--- src/rtl/dmem_load_store_fsm.sv ---
// -----------------------------------------------------------------------------
// dmem_load_store_fsm
//
// Purpose:
//   Sequences the single data-cache port between the load reservation station
//   and the store buffer head. In IDLE it picks one requester, registers that
//   request onto the cache port and holds it until dcache_resp. Load responses
//   go back to the RS with the slot index. Store completions pop the store
//   buffer. A pipeline flush discards an in-flight load's response. A committed
//   store always runs to completion.
//
// Optional feature:
//   STORE_STARVE_GUARD_EN - when defined, a 4-bit counter tracks IDLE cycles in
//   which a waiting store lost to a load. When it reaches STARVE_LIMIT, the
//   store is granted regardless of dmem_r_rqst. When undefined, loads have
//   priority unless the store buffer is full.
//
// Parameters:
//   LOAD_RS_DEPTH  log2 of load RS entries (width of the slot index)
//   STARVE_LIMIT   denied-store cycles before a forced store grant
//                  (present only when STORE_STARVE_GUARD_EN is defined)
//
// Ports:
//   clk, rst_n                  clock, asynchronous active-low reset
//   move_flush                  pipeline flush pulse
//   dmem_r_rqst                 load RS has an issuable load
//   load_rs_dmem_idx_rqst       RS slot of that load
//   arbiter_load_rs_addr/rmask  load byte address / byte mask
//   load_rs_dmem_ready          load response pulse (combinational in resp cycle)
//   load_rs_dmem_idx_executing  slot of the completing load (0 otherwise)
//   dmem_rdata                  raw cache word for the load (0 otherwise)
//   store_buffer_w_rqst         store buffer head valid
//   store_buffer_full           store buffer has no free entry
//   store_buffer_head_*         head store address / byte mask / data
//   store_buffer_pop            head store written, dequeue (resp cycle)
//   dcache_addr                 registered word-aligned address
//   dcache_rmask/wmask/wdata    registered read mask / write mask / write data
//   dcache_resp/rdata           cache completion pulse / read word
// -----------------------------------------------------------------------------
module dmem_load_store_fsm #(
  parameter int LOAD_RS_DEPTH = 3
`ifdef STORE_STARVE_GUARD_EN
  , parameter int STARVE_LIMIT = 8
`endif
) (
  input  logic                     clk,
  input  logic                     rst_n,
  input  logic                     move_flush,
  // load reservation station side
  input  logic                     dmem_r_rqst,
  input  logic [LOAD_RS_DEPTH-1:0] load_rs_dmem_idx_rqst,
  input  logic [31:0]              arbiter_load_rs_addr,
  input  logic [3:0]               arbiter_load_rs_rmask,
  output logic                     load_rs_dmem_ready,
  output logic [LOAD_RS_DEPTH-1:0] load_rs_dmem_idx_executing,
  output logic [31:0]              dmem_rdata,
  // store buffer side
  input  logic                     store_buffer_w_rqst,
  input  logic                     store_buffer_full,
  input  logic [31:0]              store_buffer_head_addr,
  input  logic [3:0]               store_buffer_head_wmask,
  input  logic [31:0]              store_buffer_head_wdata,
  output logic                     store_buffer_pop,
  // data cache side
  output logic [31:0]              dcache_addr,
  output logic [3:0]               dcache_rmask,
  output logic [3:0]               dcache_wmask,
  output logic [31:0]              dcache_wdata,
  input  logic                     dcache_resp,
  input  logic [31:0]              dcache_rdata
);

  typedef enum logic [1:0] {
    S_IDLE       = 2'd0,
    S_LOAD_WAIT  = 2'd1,
    S_STORE_WAIT = 2'd2,
    S_LOAD_DRAIN = 2'd3  // flushed load still owns the port; response is dropped
  } state_t;

  state_t                   r_state;
  logic [31:0]              r_addr;
  logic [3:0]               r_rmask;
  logic [3:0]               r_wmask;
  logic [31:0]              r_wdata;
  logic [LOAD_RS_DEPTH-1:0] r_idx;

  logic w_starved;
  logic w_store_win;
  logic w_load_win;
  logic w_load_done;
  logic w_store_done;

  // ---------------------------------------------------------------------------
  // Store starvation guard
  // ---------------------------------------------------------------------------
`ifdef STORE_STARVE_GUARD_EN
  logic [3:0] r_starve_cnt;

  assign w_starved = (r_starve_cnt >= 4'(STARVE_LIMIT));

  always_ff @(posedge clk or negedge rst_n) begin
    if (!rst_n) begin
      r_starve_cnt <= 4'd0;
    end else if (r_state == S_IDLE) begin
      if (w_store_win) begin
        r_starve_cnt <= 4'd0;
      end else if (w_load_win && store_buffer_w_rqst && (r_starve_cnt != 4'hF)) begin
        r_starve_cnt <= r_starve_cnt + 4'd1;
      end
    end
  end
`else
  assign w_starved = 1'b0;
`endif

  // ---------------------------------------------------------------------------
  // IDLE arbitration. A full store buffer (or a starved store) beats a load.
  // A flush blocks only a new load; a committed store is still granted.
  // ---------------------------------------------------------------------------
  // NOTE: continuous assigns for pure combinational terms cannot infer latches;
  // every output below is defined for all input combinations.
  assign w_store_win = store_buffer_w_rqst &&
                       (store_buffer_full || !dmem_r_rqst || w_starved);
  assign w_load_win  = !w_store_win && dmem_r_rqst && !move_flush;

  // Completion terms. A flush coinciding with the response kills the pulse.
  assign w_load_done  = (r_state == S_LOAD_WAIT) && dcache_resp && !move_flush;
  assign w_store_done = (r_state == S_STORE_WAIT) && dcache_resp;

  // Response-side outputs are zero in every cycle without a ready pulse.
  assign load_rs_dmem_ready         = w_load_done;
  assign load_rs_dmem_idx_executing = w_load_done ? r_idx : '0;
  assign dmem_rdata                 = w_load_done ? dcache_rdata : 32'd0;
  assign store_buffer_pop           = w_store_done;

  assign dcache_addr  = r_addr;
  assign dcache_rmask = r_rmask;
  assign dcache_wmask = r_wmask;
  assign dcache_wdata = r_wdata;

  // ---------------------------------------------------------------------------
  // Port sequencer: state plus the registered cache request.
  // ---------------------------------------------------------------------------
  // NOTE: sequential state uses non-blocking assignments so every register
  // samples the pre-edge values, independent of statement order.
  always_ff @(posedge clk or negedge rst_n) begin
    // NOTE: every register here is a plain flop, so all are cleared by the
    // asynchronous reset; an abandoned cache access leaves nothing behind.
    if (!rst_n) begin
      r_state <= S_IDLE;
      r_addr  <= 32'd0;
      r_rmask <= 4'd0;
      r_wmask <= 4'd0;
      r_wdata <= 32'd0;
      r_idx   <= '0;
    end else begin
      case (r_state)
        S_IDLE: begin
          if (w_store_win) begin
            r_state <= S_STORE_WAIT;
            r_addr  <= store_buffer_head_addr & ~32'h3;
            r_wmask <= store_buffer_head_wmask;
            r_wdata <= store_buffer_head_wdata;
            r_rmask <= 4'd0;
          end else if (w_load_win) begin
            r_state <= S_LOAD_WAIT;
            r_addr  <= arbiter_load_rs_addr & ~32'h3;
            r_rmask <= arbiter_load_rs_rmask;
            r_idx   <= load_rs_dmem_idx_rqst;
            r_wmask <= 4'd0;
            r_wdata <= 32'd0;
          end
        end

        S_LOAD_WAIT: begin
          if (dcache_resp) begin
            r_state <= S_IDLE;
            r_addr  <= 32'd0;
            r_rmask <= 4'd0;
            r_idx   <= '0;
          end else if (move_flush) begin
            // Request stays on the port; only the response is discarded.
            r_state <= S_LOAD_DRAIN;
          end
        end

        S_LOAD_DRAIN: begin
          if (dcache_resp) begin
            r_state <= S_IDLE;
            r_addr  <= 32'd0;
            r_rmask <= 4'd0;
            r_idx   <= '0;
          end
        end

        S_STORE_WAIT: begin
          if (dcache_resp) begin
            r_state <= S_IDLE;
            r_addr  <= 32'd0;
            r_wmask <= 4'd0;
            r_wdata <= 32'd0;
          end
        end

        default: r_state <= S_IDLE;
      endcase
    end
  end

endmodule

--- config.mk ---
export PLATFORM = sky130hd
export DESIGN_NAME = dmem_load_store_fsm
export DESIGN_NICKNAME = d
export VERILOG_FILES = /design/src/rtl/dmem_load_store_fsm.sv
export SDC_FILE = /design/constraint.sdc
export NUM_CORES = 1
export LEC_CHECK = 0
export CAP_MARGIN = 20
export CORE_ASPECT_RATIO = 0.6
export CORE_MARGIN = 2
export CORE_UTILIZATION = 36
export CTS_CLUSTER_SIZE = 12
export DETAILED_ROUTE_END_ITERATION = 10
export PLACE_DENSITY = 0.85
export SLEW_MARGIN = 20
export SYNTH_ARGS = -nofsm -noshare
export SYNTH_HDL_FRONTEND = slang
export SYNTH_SLANG_ARGS = --single-unit
--- constraint.sdc ---
create_clock -name clk -period 2.4 [get_ports clk]
set_clock_uncertainty 0.1 [all_clocks]
set_input_delay 0.72 -clock clk [delete_from_list [all_inputs] [get_ports clk]]
set_output_delay 0.72 -clock clk [all_outputs]
set_load 0.02 [all_outputs]
-- Word level (Yosys, flattened, before mapping)
Cells that the tools add are included.
- bits in registers: 77
- eq/ne operators: 11
- muxes and demuxes: 26
- reductions and logical operators: 21
- operator list (cell ; count):
    $mux 32 ; 6
    $pmux 32 s2 ; 2
    $mux 4 ; 5
    $pmux 4 s2 ; 2
    $mux 3 ; 4
    $mux 2 ; 5
    $reduce_and 3->1 ; 3
    $logic_and 1x1->1 ; 6
    $ne 2x1->1 const B ; 3
    $ne 2x2->1 const B ; 3
    $ne 3x3->1 const B ; 2
    $pmux 2 s3 ; 1
    $pmux 3 s2 ; 1
    $eq 2x2->1 const B ; 2
    $reduce_and 4->1 ; 1
    $reduce_bool 2->1 ; 2
    $reduce_or 2->1 ; 2
    $logic_not 1->1 ; 3
    $reduce_or 3->1 ; 1
    $eq 2x1->1 const B ; 1
    $logic_not 2->1 ; 1
    $reduce_and 2->1 ; 1
    $logic_or 1x1->1 ; 1

-- Logic depth before layout (Yosys ltp)
- depth after elaboration: 9
- gate-level depth with buffers: 6
- mapped depth without buffers: 4

-- Worst setup path before layout
No wires, ideal clock.
- path kind: input-to-output
- start point: in dcache_resp
- end point: out dmem_rdata[22]
- arrival time: 1.714 ns
- data required time: 1.580 ns
- setup slack: -0.134 ns
- cell stages on the path: 4
- path buffers: 1
- cells stage by stage: nand2_1 > nor3_2 > clkbuf_1 > and2_1
- longest elaborated chain between the ends: 3
- RTL lines (element ; RTL line ; text):
    start, declared ; 69 ; input logic dcache_resp,
    $logic_and 1x1->1 (2 in series) ; 127 ; assign w_load_done = (r_state == S_LOAD_WAIT) && dcache_resp && !move_flush;
    net load_rs_dmem_ready ; 54 ; output logic load_rs_dmem_ready,
    $mux 32 ; 133 ; assign dmem_rdata = w_load_done ? dcache_rdata : 32'd0;
    end, declared ; 56 ; output logic [31:0] dmem_rdata,
The timed path passes the listed nets, and every way through them passes these cells.

-- Final worst setup path
- start point: in move_flush
- end point: out load_rs_dmem_idx_executing[2]
- longest elaborated chain between the ends: 3
- RTL lines (element ; RTL line ; text):
    start, declared ; 48 ; input logic move_flush,
    $logic_not 1->1 ; 127 ;
    $logic_and 1x1->1 ; 127 ;
    $mux 3 ; 132 ; assign load_rs_dmem_idx_executing = w_load_done ? r_idx : '0;
    end, declared ; 55 ; output logic [LOAD_RS_DEPTH-1:0] load_rs_dmem_idx_executing,
No other way between the ends.

==> impl_metrics.py <==
metrics = {
    "global_route": {
        "grt_antenna_before_repair": 0,
        "grt_pass1_vias": 4033,
        "grt_pass1_wl_um": 21490,
        "overflow": 0,
        "grt_max_degree": 57,
        "grt_usage": 0.2436,
    },
    "timing": {
        "period_minus_slack_ns": 2.539,
        "finalSetupViolCount": 28,
        "finalHoldViolCount": 0,
        "clock.fmax_ghz": 0.3938,
        "whs_ns": 0.2966,
        "grt_setup_unrepaired": "true",
        "slew_violations": 0,
        "worst_pin_slew_ns": 0.5857,
        "setup_tns_ns": -1.848,
        "slew_headroom": 0.6095,
        "fin_crit_sh": 1.058,
        "fin_ws_ns": -0.1392,
    },
    "synthesis": {
        "synth_area_um2": 3856,
        "avgSynthCellArea_um2": 11.18,
        "synth-edff-count": 0,
        "yosysSeqAreaShare": 0.4867,
        "synth_warnings": 0,
        "ys_types": 33,
        "async_flop_share": 1.000,
        "synth_area_leaders": "dfrtp_1, mux2_4, a22o_1",
        "synth.most_common_cell": "dfrtp_1",
        "synth_area_leader_cell": "dfrtp_1",
        "synthTopCellsByCount": "dfrtp_1, and2_1, a22o_1, o21ai_0, nand2_1",
        "synthCells": 345,
        "synth_seq_cells": 75,
        "ys.flop_type": "dfrtp_1",
        "yosysTopAreaCellShare": 0.4867,
    },
    "clock_tree": {
        "cts_tree": "done",
        "clock_latency_ns": 0.32,
        "cts.clk_slew.worst_paths_ns": 0.06,
        "cts_num_sinks": 75,
        "cts_max_level": 3,
        "clock_path_buffers": 2,
        "cts_hold_buf": 0,
        "root_buffer": "clkbuf_16",
        "cts_buffers": 9,
    },
    "routing": {
        "ant_nets": 0,
        "num_vias": 3808,
        "via_per_inst": 5.057,
        "wl_met2_um": 7063,
        "drt-met1-wl_um": 5795,
        "met3WireLength_um": 953,
        "wirelength_um": 14150,
        "first_iter_violations": 133,
        "highest_layer": "met4",
        "firstDrtPassIters": 4,
        "wl_per_cell_um": 18.80,
        "remaining_drc_errors": 0,
    },
    "setup_path": {
        "max_stage_delay_ns": 0.18,
        "rr_startpoint": "r_state[0]$_DFFE_PN0P_",
        "path_common_cell": "buf_6",
        "r2r_end": "dcache_addr[4]$_DFFE_PN0P_",
        "start_kind": "primary input",
        "path_max_fanout": 4,
        "worstPathArrival_ns": 1.72,
        "worst_setup_path_end_kind": "output pin",
        "required_ns": 1.58,
        "crit_type": "in2out",
        "cp_slowest_cell": "nor3_4",
        "crit_chain": "buf_8 -> nor3_4 -> buf_6 -> buf_16 -> buf_8 -> buf_6 -> and2_4 -> buf_6",
        "r2r_cells": 6,
        "rrSetupSlack_ns": 0.32,
    },
    "hold_path": {
        "hp-class": "in2async",
    },
    "die": {
        "die_w_um": 137.6,
        "die_h_um": 84.17,
        "start_util": 0.3677,
        "row_count": 29,
        "io_pins": 255,
        "die-area_um2": 11580,
        "core_area_um2": 10490,
    },
    "place": {
        "hpwl_um": 10210,
        "routabilityCongestion": 0.7822,
        "io_buffers": 248,
        "place_ws_ns": -0.9102,
        "placed_area_um2": 6638,
    },
    "final_layout": {
        "nets": 755,
        "final_cell_area_um2": 7315,
        "final_core_util": 0.6975,
        "drive_above_1_share": 0.2818,
        "antenna_cells": 0,
        "area_delta_synth_final_pct": 89.68,
    },
    "status": {
        "violations": "setup timing",
        "status": "complete, but fails checks",
    },
    "power_and_ir_drop": {
        "power.density_nw_per_um2": 870.6,
        "leakage_nw": 3.215,
        "ir_drop_mv": 0.6282,
    },
    "job": {
        "max_cap_violations": 0,
    },
}
-- per-stage QoR --
| step | power (mW) | cells |
|---|---|---|
| after floorplan | 3.429 | 346 |
| after global placement | 4.755 | 723 |
| after detailed placement | 4.829 | 723 |
| after CTS | 6.394 | 749 |
| after global routing | 6.693 | 753 |
| final | 6.368 | 753 |
-- timing repair --
| item | in CTS | in global routing |
|---|---|---|
| gates resized for setup | 239 | 37 |
| gates cloned | 2 | 3 |
| setup endpoints to repair | 37 | 36 |
| buffers inserted | 8 | 3 |
| pin swaps | 9 | 4 |
-- power by group --
part	internal (mW)	switching [mW]	total, mW
Combinational	1.59	1.37	2.96
Sequential	1.67	0.258	1.93
Clock	0.949	0.535	1.48
Total	4.21	2.16	6.37
-- logic make-up after synthesis --
logic type | after synthesis | synth area share
compound gates | 114 | 0.2138
simple gates | 84 | 0.1233
flops | 75 | 0.4867
buf+inv | 37 | 0.04672
mux | 34 | 0.1285
other cells | 1 | 0.0009725
-- worst max-delay path: cells and delay by family --
family	cells	cell delay, ns
buffers and inverters	6	0.67
AND/OR/NAND/NOR	2	0.32
-- state kept, by name, summed over array words and instances, names as in the netlist --
name / count
dcache_addr: 30
dcache_rmask: 4
dcache_wdata: 32
dcache_wmask: 4
r_idx: 3
r_state: 2
-- layout by cell type (no fill, tap or decap), types with 19 or more instances in the layout --
| cell | synthesis | final |
|---|---|---|
| clkdlybuf4s50_1 | 0 | 208 |
| dfrtp_1 | 75 | 75 |
| buf_6 | 3 | 40 |
| o21ai_0 | 36 | 36 |
| a22o_1 | 36 | 36 |
| and2_4 | 0 | 34 |
| nand2_1 | 32 | 31 |
| o211ai_1 | 30 | 30 |
| mux2_4 | 30 | 30 |
| buf_4 | 2 | 19 |
-- worst max path at each step --
stage	startpoint	slack (ns)	depth (start not counted)	endpoint
after detailed placement	dcache_resp	-0.91	6	dmem_rdata[2]
final	move_flush	-0.14	8	load_rs_dmem_idx_executing[2]
after CTS	move_flush	-0.12	8	load_rs_dmem_idx_executing[2]
after floorplan	dcache_resp	0.02	4	dmem_rdata[22]
after global routing	move_flush	-0.16	8	load_rs_dmem_idx_executing[2]
after global placement	dcache_resp	-0.88	6	dmem_rdata[2]
-- metal layers --
layer	global-route usage	up-vias
met1	0.2945	1870
met2	0.4184	144
met3	0.06159	24
met5	0	-
li1	-	1770
met4	0.09372	0
-- final cells by class --
cell class | count | area (um^2)
multi-input combinational | 234 | 1918
clock inverter | 6 | 95.09
sequential | 75 | 1877
inverter | 4 | 15.01
clock buffer | 10 | 239.0
fill | 737 | 3172
tap | 139 | 173.9
timing repair buffer | 285 | 2997
(Power assumes the default switching activity.)
